`config.mk`:
```
export PLATFORM = sky130hd
export DESIGN_NAME = traffic_junction_ctrl_flat
export DESIGN_NICKNAME = d
export VERILOG_FILES = /design/src/rtl/traffic_junction_ctrl_if.sv /design/src/rtl/traffic_junction_ctrl.sv /design/src/flat_wrapper.sv
export SDC_FILE = /design/constraint.sdc
export NUM_CORES = 1
export LEC_CHECK = 0
export CELL_PAD_IN_SITES_DETAIL_PLACEMENT = 0
export CELL_PAD_IN_SITES_GLOBAL_PLACEMENT = 1
export CORE_MARGIN = 2
export CORE_UTILIZATION = 41
export DETAILED_ROUTE_END_ITERATION = 8
export PLACE_DENSITY = 0.92
export SYNTH_ARGS = -nofsm -noshare
export SYNTH_HDL_FRONTEND = slang
export SYNTH_SLANG_ARGS = --single-unit
```
`constraint.sdc`:
```
create_clock -name clk -period 2.8 [get_ports clk]
set_clock_uncertainty 0.05 [all_clocks]
set_input_delay 0.42 -clock clk [delete_from_list [all_inputs] [get_ports clk]]
set_output_delay 0.42 -clock clk [all_outputs]
set_load 0.03 [all_outputs]
```
`src/rtl/traffic_junction_ctrl_if.sv`:
```
// Bundle of junction controller mode inputs and light/walk/digit outputs.
// master drives the mode inputs; slave (the controller) drives the lights.
interface traffic_junction_if;
  logic       ena;
  logic       night_mode;
  logic       ped_req;
  logic [2:0] main_light;
  logic [2:0] side_light;
  logic       ped_walk;
  logic       ped_pending;
  logic [6:0] seg;

  modport master (
    output ena, night_mode, ped_req,
    input  main_light, side_light, ped_walk, ped_pending, seg
  );

  modport slave (
    input  ena, night_mode, ped_req,
    output main_light, side_light, ped_walk, ped_pending, seg
  );
endinterface

```
`src/rtl/traffic_junction_ctrl.sv`:
```
// Two-road junction lights with pedestrian phase and night blink, stepped by a 1-tick/s prescaler.
// Outputs decode registered state with zero latency; no backpressure, ena=0 freezes all state.
module traffic_junction_ctrl #(
  parameter int CLK_DIV       = 4,
  parameter int T_GREEN       = 9,
  parameter int T_GREEN_BLINK = 4,
  parameter int T_YELLOW      = 3,
  parameter int T_RED_YEL     = 2,
  parameter int T_ALL_RED     = 2,
  parameter int T_PED         = 6
) (
  input  logic               clk,
  input  logic               rst_n,
  traffic_junction_if.slave  io
);

  typedef enum logic [3:0] {
    AR2   = 4'd0,
    M_RY  = 4'd1,
    M_GRN = 4'd2,
    M_BLK = 4'd3,
    M_YEL = 4'd4,
    AR1   = 4'd5,
    S_RY  = 4'd6,
    S_GRN = 4'd7,
    S_BLK = 4'd8,
    S_YEL = 4'd9,
    PED   = 4'd10,
    NIGHT = 4'd11
  } state_t;

  localparam int             DW      = (CLK_DIV > 1) ? $clog2(CLK_DIV) : 1;
  localparam logic [DW-1:0]  DIV_MAX = DW'(CLK_DIV - 1);

  state_t        state_q, state_d, state_nxt;
  logic [3:0]    pc_q, pc_d;
  logic [DW-1:0] div_q, div_d;
  logic          ped_pending_q, ped_pending_d;
  logic          tick, last, enter_ped;
  logic [3:0]    dur, rem;
  logic          show_digit;

  always_ff @(posedge clk) begin
    if (!rst_n) begin
      state_q       <= AR2;
      pc_q          <= 4'd0;
      div_q         <= '0;
      ped_pending_q <= 1'b0;
    end else begin
      state_q       <= state_d;
      pc_q          <= pc_d;
      div_q         <= div_d;
      ped_pending_q <= ped_pending_d;
    end
  end

  always_comb begin
    div_d = div_q;
    tick  = 1'b0;
    if (io.ena) begin
      if (div_q == DIV_MAX) begin
        div_d = '0;
        tick  = 1'b1;
      end else begin
        div_d = div_q + 1'b1;
      end
    end
  end

  always_comb begin
    dur = 4'd1;
    case (state_q)
      M_GRN, S_GRN: dur = 4'(T_GREEN);
      M_BLK, S_BLK: dur = 4'(T_GREEN_BLINK);
      M_YEL, S_YEL: dur = 4'(T_YELLOW);
      M_RY,  S_RY:  dur = 4'(T_RED_YEL);
      AR1,   AR2:   dur = 4'(T_ALL_RED);
      PED:          dur = 4'(T_PED);
      default:      dur = 4'd1;
    endcase
  end

  assign last = (pc_q == dur - 4'd1);

  // Night takes priority over a pending walk at the end of a clearance phase.
  always_comb begin
    state_nxt = AR2;
    case (state_q)
      M_RY:    state_nxt = M_GRN;
      M_GRN:   state_nxt = M_BLK;
      M_BLK:   state_nxt = M_YEL;
      M_YEL:   state_nxt = AR1;
      AR1:     state_nxt = io.night_mode ? NIGHT : S_RY;
      S_RY:    state_nxt = S_GRN;
      S_GRN:   state_nxt = S_BLK;
      S_BLK:   state_nxt = S_YEL;
      S_YEL:   state_nxt = AR2;
      AR2:     state_nxt = io.night_mode ? NIGHT : (ped_pending_q ? PED : M_RY);
      PED:     state_nxt = M_RY;
      default: state_nxt = AR2;
    endcase
  end

  always_comb begin
    state_d   = state_q;
    pc_d      = pc_q;
    enter_ped = 1'b0;
    case (state_q)
      NIGHT: begin
        if (tick) begin
          if (!io.night_mode) begin
            state_d = AR2;
            pc_d    = 4'd0;
          end else begin
            pc_d = pc_q + 4'd1;
          end
        end
      end
      AR2, M_RY, M_GRN, M_BLK, M_YEL, AR1, S_RY, S_GRN, S_BLK, S_YEL, PED: begin
        if (tick) begin
          if (last) begin
            state_d   = state_nxt;
            pc_d      = 4'd0;
            enter_ped = (state_nxt == PED);
          end else begin
            pc_d = pc_q + 4'd1;
          end
        end
      end
      default: begin
        state_d = AR2;
        pc_d    = 4'd0;
      end
    endcase
  end

  // A fresh press in the same cycle as the PED entry keeps the request latched.
  always_comb begin
    ped_pending_d = ped_pending_q;
    if (enter_ped) ped_pending_d = 1'b0;
    if (io.ena && io.ped_req && state_q != NIGHT) ped_pending_d = 1'b1;
  end

  assign rem = dur - pc_q;

  always_comb begin
    io.main_light = 3'b001;
    io.side_light = 3'b001;
    io.ped_walk   = 1'b0;
    show_digit    = 1'b0;
    case (state_q)
      M_RY:  io.main_light = 3'b011;
      M_GRN: begin io.main_light = 3'b100; show_digit = 1'b1; end
      M_BLK: io.main_light = pc_q[0] ? 3'b000 : 3'b100;
      M_YEL: io.main_light = 3'b010;
      S_RY:  io.side_light = 3'b011;
      S_GRN: begin io.side_light = 3'b100; show_digit = 1'b1; end
      S_BLK: io.side_light = pc_q[0] ? 3'b000 : 3'b100;
      S_YEL: io.side_light = 3'b010;
      PED:   begin io.ped_walk = 1'b1; show_digit = 1'b1; end
      NIGHT: begin
        io.main_light = pc_q[0] ? 3'b000 : 3'b010;
        io.side_light = pc_q[0] ? 3'b000 : 3'b010;
      end
      default: ;
    endcase
  end

  always_comb begin
    io.seg = 7'b0000000;
    if (show_digit) begin
      case (rem)
        4'd0:    io.seg = 7'b0111111;
        4'd1:    io.seg = 7'b0000110;
        4'd2:    io.seg = 7'b1011011;
        4'd3:    io.seg = 7'b1001111;
        4'd4:    io.seg = 7'b1100110;
        4'd5:    io.seg = 7'b1101101;
        4'd6:    io.seg = 7'b1111101;
        4'd7:    io.seg = 7'b0000111;
        4'd8:    io.seg = 7'b1111111;
        4'd9:    io.seg = 7'b1101111;
        default: io.seg = 7'b1000000;
      endcase
    end
  end

  assign io.ped_pending = ped_pending_q;

endmodule

```
`src/flat_wrapper.sv`:
```
// flat-port wrapper written by rule: the top's interface ports become plain ports
module traffic_junction_ctrl_flat 
#(
  parameter int CLK_DIV       = 4,
  parameter int T_GREEN       = 9,
  parameter int T_GREEN_BLINK = 4,
  parameter int T_YELLOW      = 3,
  parameter int T_RED_YEL     = 2,
  parameter int T_ALL_RED     = 2,
  parameter int T_PED         = 6
)
  (clk, rst_n, io_ena, io_night_mode, io_ped_req, io_main_light, io_side_light, io_ped_walk, io_ped_pending, io_seg);
  traffic_junction_if io_i ();
  input  logic clk;
  input  logic rst_n;
  input wire logic [$bits(io_i.ena)-1:0] io_ena;
  input wire logic [$bits(io_i.night_mode)-1:0] io_night_mode;
  input wire logic [$bits(io_i.ped_req)-1:0] io_ped_req;
  output wire logic [$bits(io_i.main_light)-1:0] io_main_light;
  output wire logic [$bits(io_i.side_light)-1:0] io_side_light;
  output wire logic [$bits(io_i.ped_walk)-1:0] io_ped_walk;
  output wire logic [$bits(io_i.ped_pending)-1:0] io_ped_pending;
  output wire logic [$bits(io_i.seg)-1:0] io_seg;
  assign io_i.ena = io_ena;
  assign io_i.night_mode = io_night_mode;
  assign io_i.ped_req = io_ped_req;
  assign io_main_light = io_i.main_light;
  assign io_side_light = io_i.side_light;
  assign io_ped_walk = io_i.ped_walk;
  assign io_ped_pending = io_i.ped_pending;
  assign io_seg = io_i.seg;
  traffic_junction_ctrl #(.CLK_DIV(CLK_DIV), .T_GREEN(T_GREEN), .T_GREEN_BLINK(T_GREEN_BLINK), .T_YELLOW(T_YELLOW), .T_RED_YEL(T_RED_YEL), .T_ALL_RED(T_ALL_RED), .T_PED(T_PED)) u_core (.clk(clk), .rst_n(rst_n), .io(io_i));
endmodule
```
[Yosys cells after proc, flatten, opt, wreduce, memory -nomap -nowiden]
Memories as Yosys holds them, arrays and structs flattened. A register that Yosys moved wholly into a read port is not among the register bits.
Index checks and enable logic that the tools add are counted.
Storage, ports and cells
  bits in registers: 11
  memory bits (read-only): 176
  bits of input ports: 5
  output and inout port bits: 15
  memories: 2
Memories
  (name not given): words 16, bits a word 7, read ports 1, clocked after Yosys merged registers in 0, write ports 0, RTL line traffic_junction_ctrl.sv:172  | case (rem)
  (name not given): words 16, bits a word 4, read ports 1, clocked after Yosys merged registers in 1, write ports 0, RTL line traffic_junction_ctrl.sv:72  | case (state_q)
Operators by class
  add/subtract/negate cells: 4
  eq/ne operators: 19
  mux-type cells: 31
  reductions and logical operators: 8
Operators by type and width (count)
  $mux W4: 13
  $pmux W4 S10: 1
  $pmux W3 S5: 2
  $eq A4 B4 Y1 const B: 5
  $eq A4 B3 Y1 const B: 4
  $pmux W4 S2: 2
  $reduce_or A11 Y1: 1
  $mux W1: 9
  $eq A4 B2 Y1 const B: 2
  $mux W7: 1
  $ne A2 B1 Y1 const B: 3
  $add A4 B1 Y4 const B: 1
  $eq A4 B1 Y1 const B: 1
  $eq A4 B4 Y1: 1
  $logic_not A4 Y1: 1
  $mux W2: 2
  $ne A4 B4 Y1 const B: 1
  $reduce_and A4 Y1: 1
  $sub A4 B1 Y4 const B: 1
  $sub A4 B4 Y4: 1
  $mux W3: 1
  $reduce_or A3 Y1: 1
  $add A2 B1 Y2 const B: 1
  $eq A2 B2 Y1 const B: 1
  4 further kinds: 5

[Depth between registers and ports, before layout]
Gate-level depths: netlist of the first run.
  word-level depth: 9
  gate-level depth with buffers: 12
  mapped depth without buffers: 12

[Least setup slack after synthesis of the first run]
No wires, ideal clock.
  kind: register to output
  start: register, netlist name u_core.dur[0]
  end: output port io_seg[0]
  arrival time: 2243 ps
  slack: 87 ps
  cell stages (with the launch flop): 8
  path buffers: 0
  cells stage by stage: dfxtp_1 -> inv_1 -> ha_1 -> fa_1 -> xor2_1 -> nand2_1 -> or2_2 -> a21oi_1
On the way
  cells in the longest elaborated chain, start to end: 3
Ends and longest elaborated chain
  $sub A4 B4 Y4: RTL line traffic_junction_ctrl.sv:144  | assign rem = dur - pc_q;
  $mem_v2 Z16 W7
  $mux W7: RTL line traffic_junction_ctrl.sv:171  | if (show_digit) begin
  to (decl): RTL line flat_wrapper.sv:23  | output wire logic [$bits(io_i.seg)-1:0] io_seg;
No other way between the ends.

[Worst setup path in the final report of the first run]
  start: register, netlist name u_core.dur[0]
  end: output port io_seg[4]
On the way
  cells in the longest elaborated chain, start to end: 3
Ends and longest elaborated chain (RTL line)
  $sub A4 B4 Y4: traffic_junction_ctrl.sv:144
  $mem_v2 Z16 W7
  $mux W7: traffic_junction_ctrl.sv:171
No other way between the ends.

==> flow_summary.json, run 1 <==
{
  "swShare_pct": 23.9,
  "criticalPathCategory": "reg -> out",
  "yosysSeqAreaShare_pct": 20.1,
  "multi_input_area_mm2": 0.00113,
  "grt_max_degree": 17,
  "crit_slowest_cell": "fa_2",
  "crit_required_ns": 2.33,
  "p_leak_nw": 0.760,
  "grtUsageTotal_pct": 17.0,
  "yosys_warnings": 0,
  "setup_viol": 0,
  "synth_edf_count": 0,
  "hold_viol": 0,
  "drive_gt1_share_pct": 22.4,
  "drc_errors": 0,
  "syn_area_mm2": 0.00150,
  "first_global_vias": 1255,
  "numClockSinks": 15,
  "seq_area_um2": 304,
  "dp_cells": 254,
  "intPower_w": 0.000295,
  "cp_cell_sequence": "inv_2 -> ha_2 -> fa_2 -> ha_1 -> nand2_1 -> mux2_2 -> nor2_1 -> buf_4",
  "ys.flop_type": "dfxtp_1",
  "cts.clk_slew.worst_paths_ns": 0.08,
  "slew_violations": 0,
  "layout.cells.non_filler": 260,
  "fin_crit_ns": 2.67,
  "grt_pass1_wl_mm": 5.68,
  "finalSetupTns_ns": 0,
  "clock_tree.root_cell": "clkbuf_4",
  "synth_cell_type_count": 54,
  "cp_top_family": "adder cells",
  "end_kind": "primary output",
  "status": "finished clean",
  "hpwl_mm": 2.63,
  "viasPerCell": 5.33,
  "antenna_found_initial": 0,
  "cts_tree": "built",
  "grt_overflow": 0,
  "rows": 21,
  "io_pins": 20,
  "critPathLaunchType": "flop",
  "powerDensity_mw_per_mm2": 213,
  "die_x_um": 64.4,
  "fp.dieH_um": 64.4,
  "worstMarginPinSlew_ns": 0.540,
  "place_congestion": 0.924,
  "antenna_cells": 0,
  "syn-num-nets": 205,
  "fin_crit_sh_pct": 95.3,
  "cp_max_fo": 4,
  "synthCells": 186,
  "syn_avg_cell_area_um2": 8.05,
  "hold_buffers": 0,
  "wire_per_inst_um": 12.5,
  "dieArea_mm2": 0.00415,
  "p_comb_share_pct": 11.9,
  "maxCapViolCount": 0,
  "fin_nets": 234,
  "vias": 1387,
  "p_clk_share_pct": 31.3,
  "floorplan.initialDensity_pct": 43.8,
  "p_sw_w": 0.0000929,
  "fmax_ghz": 0.375,
  "irDropWorstVdd_v": 0.000233,
  "core_area_mm2": 0.00342,
  "drt_iter0_markers": 60,
  "async_flop_share_pct": 0,
  "ys_ff_latch": 15,
  "slew_headroom_pct": 64.0,
  "fill_cells": 349,
  "p_seq_share_pct": 56.8,
  "htree_levels": 1,
  "crit_buf_inv": 2,
  "worst_skew_pair.late_latency_ns": 0.28,
  "wl_mm": 3.24,
  "portBuffers": 19,
  "cts_buffer_depth": 2,
  "synthToLayoutAreaGrowth_pct": 21.9,
  "worstHoldPathType": "reg -> reg",
  "firstDrtPassIters": 4,
  "worstPathArrival_ns": 2.20,
  "antenna_left": 0,
  "cp_slowest_stage_delay_ns": 0.57,
  "rsz0062_at_grt": "no",
  "numCtsBuffers": 3
}
## power by group through the flow
stage,Clock [W],Combinational (W),Sequential [W]
after floorplan,0,0.0000245,0.000227
after global placement,0,0.0000446,0.000225
after detailed placement,0,0.0000450,0.000226
after CTS,0.000126,0.0000458,0.000221
after global routing,0.000139,0.0000518,0.000221
final,0.000122,0.0000463,0.000221
## worst min-delay path, delay by kind of cell, from the launching register on
| family | cells | cell delay, ns |
|---|---|---|
| AO/OA/AOI/OAI | 1 | 0.05 |
| AND/OR/NAND/NOR | 1 | 0.06 |
| flip-flops | 1 | 0.34 |
## placed cells by master (no fill, tap or decap), types with 4 or more instances in the layout
cell	instances
mux2i_1	5
a21oi_1	12
buf_4	20
ha_1	11
nor2b_1	7
dfxtp_1	12
nor2_1	20
nor3_1	4
o21ai_0	9
inv_1	8
nand2b_1	4
nand3_1	7
nand2_1	16
clkdlybuf4s50_1	12
xor2_1	4
## registers in the layout, indices dropped and copies added, names as in the netlist
name,cells
u_core.dur,4
u_core.state_q,4
u_core.io.ped_pending,1
u_core.div_q,2
u_core.pc_q,4
## area by class of cell
class                   instances  area share (%)
multi-input cells             153            61.9
inverters                      10            2.06
clock buffers                   4            1.44
repair buffers                 32            14.8
well taps                      46            3.15
flip-flops and latches         15            16.7
## cells by family (layout without fill, tap and decap cells)
kind of cell | count (synthesis) | after routing | synth area share [%]
and+or+nand+nor | 75 | 75 | 26.0
AOI/OAI and AO/OA | 49 | 49 | 23.4
buffers and inverters | 18 | 46 | 7.10
DFF | 15 | 15 | 20.1
adders and majority gates | 14 | 14 | 12.2
xor gates and xnor gates | 9 | 9 | 7.18
muxes | 6 | 6 | 4.09
## routing by layer
metal  vias up  GRT usage (%)  part of all wire (%)
met2        36           28.0                    46
met3         9           2.43                   4.7
li1        714              -                     -
met5         -              0                     0
met1       628           22.4                    47
met4         0           6.38                   2.1
## synth_stat cells, types with 5 or more instances
cell type  number  share of area (%)
nor2_1         21                5.3
nand2_1        16                4.0
dfxtp_1        15                 20
a21oi_1        13                4.3
ha_1           13                 11
inv_1          10                2.5
o21ai_0        10                3.3
nand3_1         7                2.3
nor2b_1         7                2.9
mux2i_1         5                3.3
xor2_1          5                2.9
## through the flow
step	utilization [%]	power (W)	area, um^2	setup slack (ns)	hold slack, ns
2_1_floorplan	-	0.000251	1500	0.0866	0.420
3_3_place_gp	51.0	0.000270	1740	0.237	0.445
3_5_place_dp	51.0	0.000271	1740	0.182	0.451
4_1_cts	52.5	0.000392	1790	0.0130	0.460
5_1_grt	53.4	0.000413	1830	0.00438	0.452
6_report	53.4	0.000388	1830	0.133	0.436
## repair_timing
action,4_1_cts,5_1_grt
resized for setup,3,10
pin swaps,1,3
endpoints found under the setup margin,2,6
buffers inserted,2,0
## path summary, 6_finish.rpt
kind	startpoint	to	slack [ns]	depth (start not counted)
max reg2reg	u_core.dur[1]$_DFF_P_	u_core.dur[0]$_DFF_P_	0.18	11
max	u_core.dur[0]$_DFF_P_	io_seg[4]	0.13	8
min reg2reg	u_core.pc_q[2]$_SDFFE_PN0N_	u_core.pc_q[2]$_SDFFE_PN0N_	0.44	2
min	u_core.pc_q[2]$_SDFFE_PN0N_	u_core.pc_q[2]$_SDFFE_PN0N_	0.44	2
No activity file was read; power rests on OpenSTA's default activity.
==> run 2: changes to the inputs <==
- REMOVE_ABC_BUFFERS: default -> 1
==> run 2 against run 1 <==
Effect of this change:
- largest power group unchanged
- final cell count is the same
- sequential share of layout area shrank 0.32 points
- highest routed layer unchanged
- clock power up 7%
- combinational power down 0.9%
==> flow_summary.json, run 2 (same netlist as run 1, synthesis figures left out) <==
{
  "status": "finished clean",
  "worstPathArrival_ns": 2.26,
  "first_global_vias": 1234,
  "fill_cells": 330,
  "p_leak_nw": 0.755,
  "post-route-util_pct": 54.0,
  "layout.cells.non_filler": 260,
  "finalSetupTns_ns": 0,
  "wl_mm": 3.21,
  "cts_buffer_depth": 2,
  "synthToLayoutAreaGrowth_pct": 23.2,
  "grtUsageTotal_pct": 16.2,
  "setup_viol": 0,
  "grt_pass1_wl_mm": 5.49,
  "fp.dieH_um": 64.4,
  "worstHoldPathType": "reg -> reg",
  "hold_viol": 0,
  "viasPerCell": 5.40,
  "drc_errors": 0,
  "fin_nets": 234,
  "cts.clk_slew.worst_paths_ns": 0.10,
  "fin_area_mm2": 0.00185,
  "power.total_w": 0.000398,
  "io_pins": 20,
  "crit_required_ns": 2.33,
  "dp_cells": 254,
  "criticalPathCategory": "reg -> out",
  "vias": 1403,
  "worst_skew_pair.late_latency_ns": 0.29,
  "grt_overflow": 0,
  "powerDensity_mw_per_mm2": 215,
  "irDropWorstVdd_v": 0.000179,
  "cts_tree": "built",
  "numClockSinks": 15,
  "dieArea_mm2": 0.00415,
  "placed_area_mm2": 0.00174,
  "slew_violations": 0,
  "antenna_found_initial": 0,
  "grt_max_degree": 16,
  "fmax_ghz": 0.367,
  "end_kind": "primary output",
  "drive_gt1_share_pct": 22.4,
  "place_congestion": 0.910,
  "htree_levels": 1,
  "final_cell_mix": "21 x nor2_1, 20 x buf_4, 16 x nand2_1",
  "floorplan.initialDensity_pct": 43.8,
  "cp_max_fo": 4,
  "fin_crit_sh_pct": 97.4,
  "numCtsBuffers": 3,
  "firstDrtPassIters": 4,
  "fin_crit_ns": 2.73,
  "clock_tree.root_cell": "clkbuf_4",
  "drt_iter0_markers": 83,
  "die_x_um": 64.4,
  "rsz0062_at_grt": "yes",
  "antenna_cells": 0,
  "slew_headroom_pct": 67.2,
  "portBuffers": 19,
  "hpwl_mm": 2.46,
  "wire_per_inst_um": 12.4,
  "antenna_left": 0,
  "maxCapViolCount": 0,
  "final_common_cell": "nor2_1",
  "rows": 21,
  "worstMarginPinSlew_ns": 0.490,
  "critPathLaunchType": "flop",
  "core_area_mm2": 0.00342
}
[run 2: path summary, 6_finish.rpt]
check                               from                          end  slack [ns]  cells after the start
max                u_core.dur[0]$_DFF_P_                    io_seg[3]        0.07                      9
min          u_core.pc_q[2]$_SDFFE_PN0N_  u_core.pc_q[2]$_SDFFE_PN0N_        0.47                      2
max reg2reg        u_core.dur[1]$_DFF_P_        u_core.dur[0]$_DFF_P_        0.26                     11
min reg2reg  u_core.pc_q[2]$_SDFFE_PN0N_  u_core.pc_q[2]$_SDFFE_PN0N_        0.47                      2
[run 2: area by class of cell]
type / count / area, um^2 / share of cell area, %
Clock buffer: 3 / 22.5 / 1.22
Clock inverter: 1 / 7.51 / 0.407
Inverter: 10 / 37.5 / 2.03
Multi-Input combinational cell: 153 / 1150 / 62.2
Sequential cell: 15 / 302 / 16.3
Tap cell: 46 / 57.6 / 3.12
Timing Repair Buffer: 32 / 270 / 14.6
[run 2: layer usage]
layer / global-route usage (%) / wire, um / vias to the layer above
met3: 3.13 / 162 / 2
met4: 2.39 / 14 / 0
met5: 0 / 0 / -
met1: 23.0 / 1570 / 647
li1: - / - / 717
met2: 26.2 / 1460 / 37
[run 2: through the flow]
step / hold WS [ns] / setup WS [ns]
after global placement: 0.450 / 0.221
after floorplan: 0.420 / 0.0866
final: 0.469 / 0.0733
after detailed placement: 0.461 / 0.206
after global routing: 0.516 / -0.0861
after CTS: 0.474 / 0.0274
[run 2: where the power goes]
group          internal (W)  switching (W)  total [W]  leakage [nW]
combinational     0.0000224      0.0000234  0.0000459         0.619
sequential         0.000217     0.00000322   0.000220         0.122
clock             0.0000544      0.0000770   0.000131        0.0139
total              0.000294       0.000104   0.000398         0.755
[run 2: worst max-delay path, stage by stage (launching register included)]
cell     delay, ns
dfxtp_2       0.35
inv_1         0.06
ha_2          0.18
fa_2          0.59
inv_2         0.07
ha_4          0.21
nor2_1        0.12
o21ai_1       0.07
a21oi_1       0.13
buf_4         0.18
[run 2: repair_timing]
action / 4_1_cts / 5_1_grt
hold buffers: 0 / 0
pin swaps: 3 / 4
resized for setup: 4 / 10
endpoints found under the setup margin: 6 / 7
setup buffers: 0 / 2
==> run 3: changes to the inputs <==
- CORE_UTILIZATION: 41 -> 30
- PLACE_DENSITY: 0.92 -> 0.74
==> run 3 against run 2 <==
Effect of this change:
- clock-buffer cell count stayed put
- core utilization decreased by 15 points
- sequential power hardly changed
- first-iteration DRC count down 19%
- worst setup slack gained 0.056 ns
- combinational power increased by 4%
- critical path type unchanged
- highest routed layer unchanged
==> flow_summary.json, run 3 (same netlist as run 1, synthesis figures left out) <==
{
  "status": "finished clean",
  "fmax_ghz": 0.374,
  "antenna_left": 0,
  "fin_crit_ns": 2.67,
  "wire_per_inst_um": 12.2,
  "worstMarginPinSlew_ns": 0.571,
  "post_cts_buffers": 0,
  "cts_tree": "built",
  "dieArea_mm2": 0.00557,
  "worstPathArrival_ns": 2.20,
  "numCtsBuffers": 3,
  "p_leak_nw": 0.743,
  "worstHoldPathType": "reg -> reg",
  "dp_slack_ns": 0.170,
  "drive_gt1_share_pct": 19.4,
  "final_common_cell": "nor2_1",
  "crit_required_ns": 2.33,
  "worst_skew_pair.late_latency_ns": 0.25,
  "grt_max_degree": 15,
  "fin_crit_sh_pct": 95.4,
  "core_area_mm2": 0.00475,
  "critPathLaunchType": "flop",
  "portBuffers": 19,
  "slew_violations": 0,
  "antenna_found_initial": 0,
  "floorplan.initialDensity_pct": 31.5,
  "slew_headroom_pct": 61.9,
  "cp_max_fo": 7,
  "htree_levels": 1,
  "final_cell_mix": "21 x nor2_1, 17 x buf_4, 16 x nand2_1",
  "hold_ws_ns": 0.457,
  "grt_overflow": 0,
  "antenna_cells": 0,
  "die_x_um": 74.7,
  "grtUsageTotal_pct": 13.6,
  "fp.dieH_um": 74.7,
  "rsz0062_at_grt": "no",
  "numClockSinks": 15,
  "clock_tree.root_cell": "clkbuf_8",
  "cts_buffer_depth": 2,
  "viasPerCell": 4.90,
  "cts.clk_slew.worst_paths_ns": 0.07,
  "rows": 25,
  "hold_viol": 0,
  "end_kind": "primary output",
  "wl_mm": 3.40,
  "hold_buffers": 0,
  "maxCapViolCount": 0,
  "drt_iter0_markers": 67,
  "first_global_vias": 1246,
  "grt_pass1_wl_mm": 5.97,
  "synthToLayoutAreaGrowth_pct": 23.0,
  "irDropWorstVdd_v": 0.000163,
  "setup_viol": 0,
  "firstDrtPassIters": 4,
  "drc_errors": 0,
  "vias": 1363,
  "fin_nets": 231,
  "criticalPathCategory": "reg -> out",
  "powerDensity_mw_per_mm2": 245,
  "hpwl_mm": 2.63,
  "fin_ws_ns": 0.130,
  "io_pins": 20,
  "place_congestion": 0.839,
  "finalSetupTns_ns": 0
}
## run 3: worst paths after layout
| check | from | end | slack (ns) | cells past startpoint |
|---|---|---|---|---|
| worst max-delay path | u_core.pc_q[1]$_SDFFE_PN0N_ | io_seg[5] | 0.13 | 9 |
| worst min-delay path | u_core.pc_q[2]$_SDFFE_PN0N_ | u_core.pc_q[2]$_SDFFE_PN0N_ | 0.46 | 2 |
| worst max register to register | u_core.dur[1]$_DFF_P_ | u_core.dur[0]$_DFF_P_ | 0.27 | 11 |
| worst min register to register | u_core.pc_q[2]$_SDFFE_PN0N_ | u_core.pc_q[2]$_SDFFE_PN0N_ | 0.46 | 2 |
## run 3: where the power goes
group	total, W	leakage, nW	switching [W]	internal [W]
clock	0.000184	0.0217	0.0000836	0.000100
combinational	0.0000477	0.599	0.0000239	0.0000238
sequential	0.000220	0.123	0.00000333	0.000216
total	0.000451	0.743	0.000111	0.000340
## run 3: repair_timing
item,in CTS,in global routing
pin swaps,1,2
endpoints found under the setup margin,4,6
gates resized for setup,3,5
endpoints found under the hold margin,0,0
## run 3: worst max-delay path, stage by stage, from the launching register on
cell     delay [ns]
dfxtp_4        0.39
inv_1          0.05
ha_1           0.27
a21o_1         0.16
a21oi_1        0.16
xor2_1         0.11
buf_4          0.17
or2_2          0.32
a21oi_1        0.14
buf_4          0.18
## run 3: area by class of cell
class,count,area [um^2]
repair buffers,29,248
clock buffers,3,41.3
flip-flops and latches,15,305
well taps,67,83.8
inverters,10,37.5
clock inverters,1,7.51
multi-input cells,153,1120
fillers,499,2910
## run 3: stage by stage
step | utilization, % | instances | power, W | cell area, um^2
floorplan | - | 178 | 0.000250 | 1430
global placement | 37.0 | 274 | 0.000272 | 1760
detailed placement | 37.0 | 274 | 0.000271 | 1760
CTS | 38.2 | 278 | 0.000456 | 1810
global route | 38.7 | 278 | 0.000467 | 1840
finish | 38.7 | 278 | 0.000451 | 1840
## run 3: routing by layer
layer  vias to the layer above  GRT usage (%)  wire [um]
met4                         0           3.57         38
met5                         -              0          0
li1                        707              -          -
met1                       616           19.6       1680
met3                         2           2.41        151
met2                        38           21.1       1530
==> patch 1 (flow settings as in run 1) <==
`CLK_DIV` is set to 4 in 2 places; all go to 8.
--- a/src/rtl/traffic_junction_ctrl.sv
+++ b/src/rtl/traffic_junction_ctrl.sv
@@ -1,7 +1,7 @@
 // Two-road junction lights with pedestrian phase and night blink, stepped by a 1-tick/s prescaler.
 // Outputs decode registered state with zero latency; no backpressure, ena=0 freezes all state.
 module traffic_junction_ctrl #(
-  parameter int CLK_DIV       = 4,
+  parameter int CLK_DIV       = 8,
   parameter int T_GREEN       = 9,
   parameter int T_GREEN_BLINK = 4,
   parameter int T_YELLOW      = 3,
--- a/src/flat_wrapper.sv
+++ b/src/flat_wrapper.sv
@@ -1,7 +1,7 @@
 // flat-port wrapper written by rule: the top's interface ports become plain ports
 module traffic_junction_ctrl_flat 
 #(
-  parameter int CLK_DIV       = 4,
+  parameter int CLK_DIV       = 8,
   parameter int T_GREEN       = 9,
   parameter int T_GREEN_BLINK = 4,
   parameter int T_YELLOW      = 3,
Formal check against the unedited RTL: not equivalent (a bounded check fails within 10 cycles, from zero or initial values and one cycle with rst_n low).
==> patch 1 against run 1 <==
Synthesized area grew 1.3%; power grew 24%; sequential power grew 6%; clock power grew 72%; global-route usage grew 2.2 points; die area grew 1.2%; sequential cell count grew 1; setup slack lost 0.059 ns; design area grew 4.4%; core utilization shrank 0.60 points; fmax shrank 2.1%; routed wire length grew 12%.
==> patch 1: results (changes against run 1) <==
| Metric | Value |
|---|---|
| Synth Net Count | `217 (was 205)` |
| Worst skew pair latency | `0.26 ns (was 0.28 ns)` |
| Outcome | `completed (unchanged)` |
| Initial DRC Count | `53 (was 60)` |
| Root Buffer | `clkbuf_8 (was clkbuf_4)` |
| Hpwl dp | `2767 µm (was 2634 µm)` |
| Placed Area | `0.001803 mm² (was 0.001742 mm²)` |
| Cells after DPL | `267 (was 254)` |
| Vias in the first global route | `1430 (was 1255)` |
| Avg Synthesized Cell Area | `7.698 µm² (was 8.052 µm²)` |
| Worst slew margin | `60.60% (was 63.96%)` |
| Fraction of layout instances using a drive strength above 1 | `20.89% (was 22.43%)` |
| Register area share after synthesis | `21.12% (was 20.05%)` |
| VDD IR max | `328.7 µV (was 233.3 µV)` |
| Distinct cells, synth | `51 (was 54)` |
| Post-synth top cells | `20 x nor2_1, 18 x nand2_1, 16 x dfxtp_1 (was 21 x nor2_1, 16 x nand2_1, 15 x dfxtp_1)` |
| R2R cell count | `12 (was 11)` |
| CP max stage delay | `0.48 ns (was 0.57 ns)` |
| # nets final | `246 (was 234)` |
| Drt wl/cell | `13.29 µm (was 12.45 µm)` |
| Largest net degree at the start of global routing | `19 (was 17)` |
| Post-Route WL | `3628 µm (was 3237 µm)` |
| CP Max Fanout | `3 (was 4)` |
| Leak | `0.7773 nW (was 0.7596 nW)` |
| Global-route wire length before repair | `6361 µm (was 5678 µm)` |
| Global-route usage over all layers | `19.13% (was 16.97%)` |
| Via count | `1475 (was 1387)` |
-- patch 1: changes by cell type in the layout (fill, tap and decap cells not counted), moves of 3 or more --
cell	run 1	this run
clkbuf_4	3	0
xnor2_2	3	0
inv_1	8	11
buf_4	20	24
nor2b_1	7	4
mux2i_1	5	8
o21ai_0	9	13
clkbuf_8	0	4
-- patch 1: cells by family after synthesis --
kind of cell | Yosys count | synth area share [%]
AOI/OAI and AO/OA | 55 | 25.17
xor gates and xnor gates | 6 | 4.538
adders and majority gates | 15 | 12.87
buffers and inverters | 25 | 7.095
DFF | 16 | 21.12
muxes | 8 | 5.281
and+or+nand+nor | 72 | 23.93
-- patch 1: final timing paths --
kind | end | from | slack, ns
worst max register to register | u_core.dur[0]$_DFF_P_ | u_core.dur[1]$_DFF_P_ | 0.18
worst max-delay path | io_seg[0] | u_core.dur[0]$_DFF_P_ | 0.07
worst min-delay path | u_core.div_q[1]$_SDFFE_PN0P_ | u_core.div_q[1]$_SDFFE_PN0P_ | 0.46
worst min register to register | u_core.div_q[1]$_SDFFE_PN0P_ | u_core.div_q[1]$_SDFFE_PN0P_ | 0.46
-- patch 1: timing repair --
action / in CTS / in global routing
resized for setup: 1 / 9
endpoints found under the setup margin: 1 / 10
pin swaps: 1 / 4
buffers inserted: 1 / 1
-- patch 1: power breakdown --
part | leakage (nW) | internal [mW] | total (mW) | switching, mW
combinational | 0.619 | 0.0169 | 0.0360 | 0.0190
sequential | 0.130 | 0.231 | 0.234 | 0.00293
clock | 0.0288 | 0.125 | 0.210 | 0.0848
-- patch 1: per-layer routing --
metal | global-route usage (%) | vias up | wire length (µm)
met3 | 2.257 | 6 | 130
met2 | 33.12 | 22 | 1814
met4 | 7.447 | 0 | 48
met5 | 0 | - | 0
li1 | - | 754 | -
met1 | 24.09 | 693 | 1633
-- patch 1: through the flow --
stage          power (mW)  TNS (ns)
2_1_floorplan      0.2596         0
3_3_place_gp       0.2742         0
3_5_place_dp       0.2751         0
4_1_cts            0.4842         0
5_1_grt            0.4973  -0.03268
6_report           0.4801         0
-- patch 1: final cells by class --
cell class / instances / area, µm² / area share (%)
clock buffer: 4 / 55.05 / 2.889
inverter: 13 / 48.80 / 2.561
multi-input combinational: 156 / 1119 / 58.70
sequential: 16 / 322.8 / 16.94
tap: 48 / 60.06 / 3.152
timing repair buffer: 36 / 300.3 / 15.76
-- patch 1: critical path: cells and delay by family (launching register included) --
| family | cells | cell delay [ns] |
|---|---|---|
| AND/OR/NAND/NOR | 1 | 0.15 |
| buffers and inverters | 3 | 0.39 |
| adder cells (fa/ha/maj) | 3 | 0.85 |
| flip-flops | 1 | 0.34 |
| AO/OA/AOI/OAI | 2 | 0.25 |
==> patch 2 (settings of run 1) <==
Made on the original files. Take the reset off `pc_q` and load it in a clocked block of its own.
--- a/src/rtl/traffic_junction_ctrl.sv
+++ b/src/rtl/traffic_junction_ctrl.sv
@@ -43,15 +43,17 @@
   always_ff @(posedge clk) begin
     if (!rst_n) begin
       state_q       <= AR2;
-      pc_q          <= 4'd0;
       div_q         <= '0;
       ped_pending_q <= 1'b0;
     end else begin
       state_q       <= state_d;
-      pc_q          <= pc_d;
       div_q         <= div_d;
       ped_pending_q <= ped_pending_d;
     end
+  end
+
+  always_ff @(posedge clk) begin
+    pc_q <= pc_d;
   end
 
   always_comb begin
Function: differs if rst_n is asserted again (counterexample within 10 cycles, from zero or initial values and one cycle with rst_n low); with rst_n held inactive, the same outputs for 10 cycles.
==> patch 2 against run 1 <==
Routed wire length up 7.5%; via count is 2.1% lower; register-to-register slack lost 0.05 ns; sequential cell count unchanged; setup slack got worse by 0.089 ns; power is 5.3% higher; largest power group unchanged; critical path depth unchanged; synthesized area decreased by 9.4%; design area shrank 1.1%; combinational power rose by 9.9%; die area shrank 8.8%.
==> patch 2: results (changes against run 1) <==
| Metric | Value |
|---|---|
| Met2 wire length | `1761 µm (was 1492 µm)` |
| FF+latch count | `15 (unchanged)` |
| CP Max Fanout | `3 (was 4)` |
| Worst skew pair latency | `0.30 ns (was 0.28 ns)` |
| Non-CTS inverters | `12 (was 10)` |
| Mux cell area share after synthesis | `3.779% (was 4.094%)` |
| Global routing usage on met2 | `36.69% (was 27.99%)` |
| Multi-input gate share of the layout cell area | `57.31% (was 61.89%)` |
| CP max stage delay | `0.54 ns (was 0.57 ns)` |
| VDD IR max | `304.5 µV (was 233.3 µV)` |
| Data buffer area share | `16.77% (was 14.80%)` |
| Worst slew margin | `63.44% (was 63.96%)` |
| Fraction of layout instances using a drive strength above 1 | `24.62% (was 22.43%)` |
| Avg Synthesized Cell Area | `8.129 µm² (was 8.052 µm²)` |
| Post-Route WL | `3481 µm (was 3237 µm)` |
| GPL Wtd Cong | `0.8353 (was 0.9243)` |
| Outcome | `completed (unchanged)` |
| Met1 Track Usage GR | `23.01% (was 22.44%)` |
| Via count | `1358 (was 1387)` |
| Psw | `101.6 µW (was 92.94 µW)` |
| XOR/XNOR share of the synthesized area | `6.175% (was 7.185%)` |
| Fillers | `295 (was 349)` |
| Number of synthesized flops with an enable pin | `4 (was 0)` |
| Clock transition at path regs | `0.10 ns (was 0.08 ns)` |
| Initial DRC Count | `65 (was 60)` |
| Global-route usage over all layers | `19.80% (was 16.97%)` |
| Met3 Resource Use GR | `2.941% (was 2.431%)` |
| Clock-cell share | `1.455% (was 1.439%)` |
| Leak | `0.7255 nW (was 0.7596 nW)` |
| Post-synth top cells | `18 x nand2_1, 15 x nor2_1, 13 x ha_1, 13 x o21ai_0, 12 x inv_1 (was 21 x nor2_1, 16 x nand2_1, 15 x dfxtp_1)` |
| Synth Net Count | `186 (was 205)` |
| Buffers excl. clock | `34 (was 32)` |
| Vias in the first global route | `1280 (was 1255)` |
[patch 2: cell types whose count changed in the layout (fill, tap and decap cells not counted), moves of 3 or more]
| cell | delta |
|---|---|
| edfxtp_1 | +4 |
| buf_6 | +4 |
| inv_1 | +3 |
| a22oi_1 | -3 |
| nand2b_1 | -4 |
| o21ai_1 | +3 |
| a21oi_1 | -4 |
| nor2_1 | -6 |
| nand3_1 | -3 |
[patch 2: metrics by stage]
step                instances  hold WS, ns  setup WS, ns
global route              243       0.5222     -0.005162
detailed placement        235       0.4836       0.09407
finish                    243       0.4909       0.04363
global placement          235       0.4535        0.2279
floorplan                 167       0.4368       -0.1280
CTS                       243       0.4987      0.008739
[patch 2: power by group through the flow]
stage | Sequential, mW | Clock [mW] | Combinational [mW]
finish | 0.230 | 0.128 | 0.0509
global route | 0.230 | 0.135 | 0.0557
CTS | 0.229 | 0.131 | 0.0477
detailed placement | 0.235 | 0 | 0.0458
global placement | 0.234 | 0 | 0.0437
floorplan | 0.236 | 0 | 0.0246
[patch 2: path summary, 6_finish.rpt]
kind,startpoint,endpoint,slack (ns),cells past startpoint
min reg2reg,u_core.div_q[1]$_SDFFE_PN0P_,u_core.div_q[1]$_SDFFE_PN0P_,0.49,2
max reg2reg,u_core.dur[1]$_DFF_P_,u_core.dur[0]$_DFF_P_,0.13,11
min,u_core.div_q[1]$_SDFFE_PN0P_,u_core.div_q[1]$_SDFFE_PN0P_,0.49,2
max,u_core.pc_q[0]$_DFFE_PN_,io_seg[4],0.04,8
[patch 2: repair_timing]
item,in CTS,in global routing
pin swaps,2,6
buffers inserted,4,0
endpoints found under the setup margin,6,11
gates resized for setup,6,22
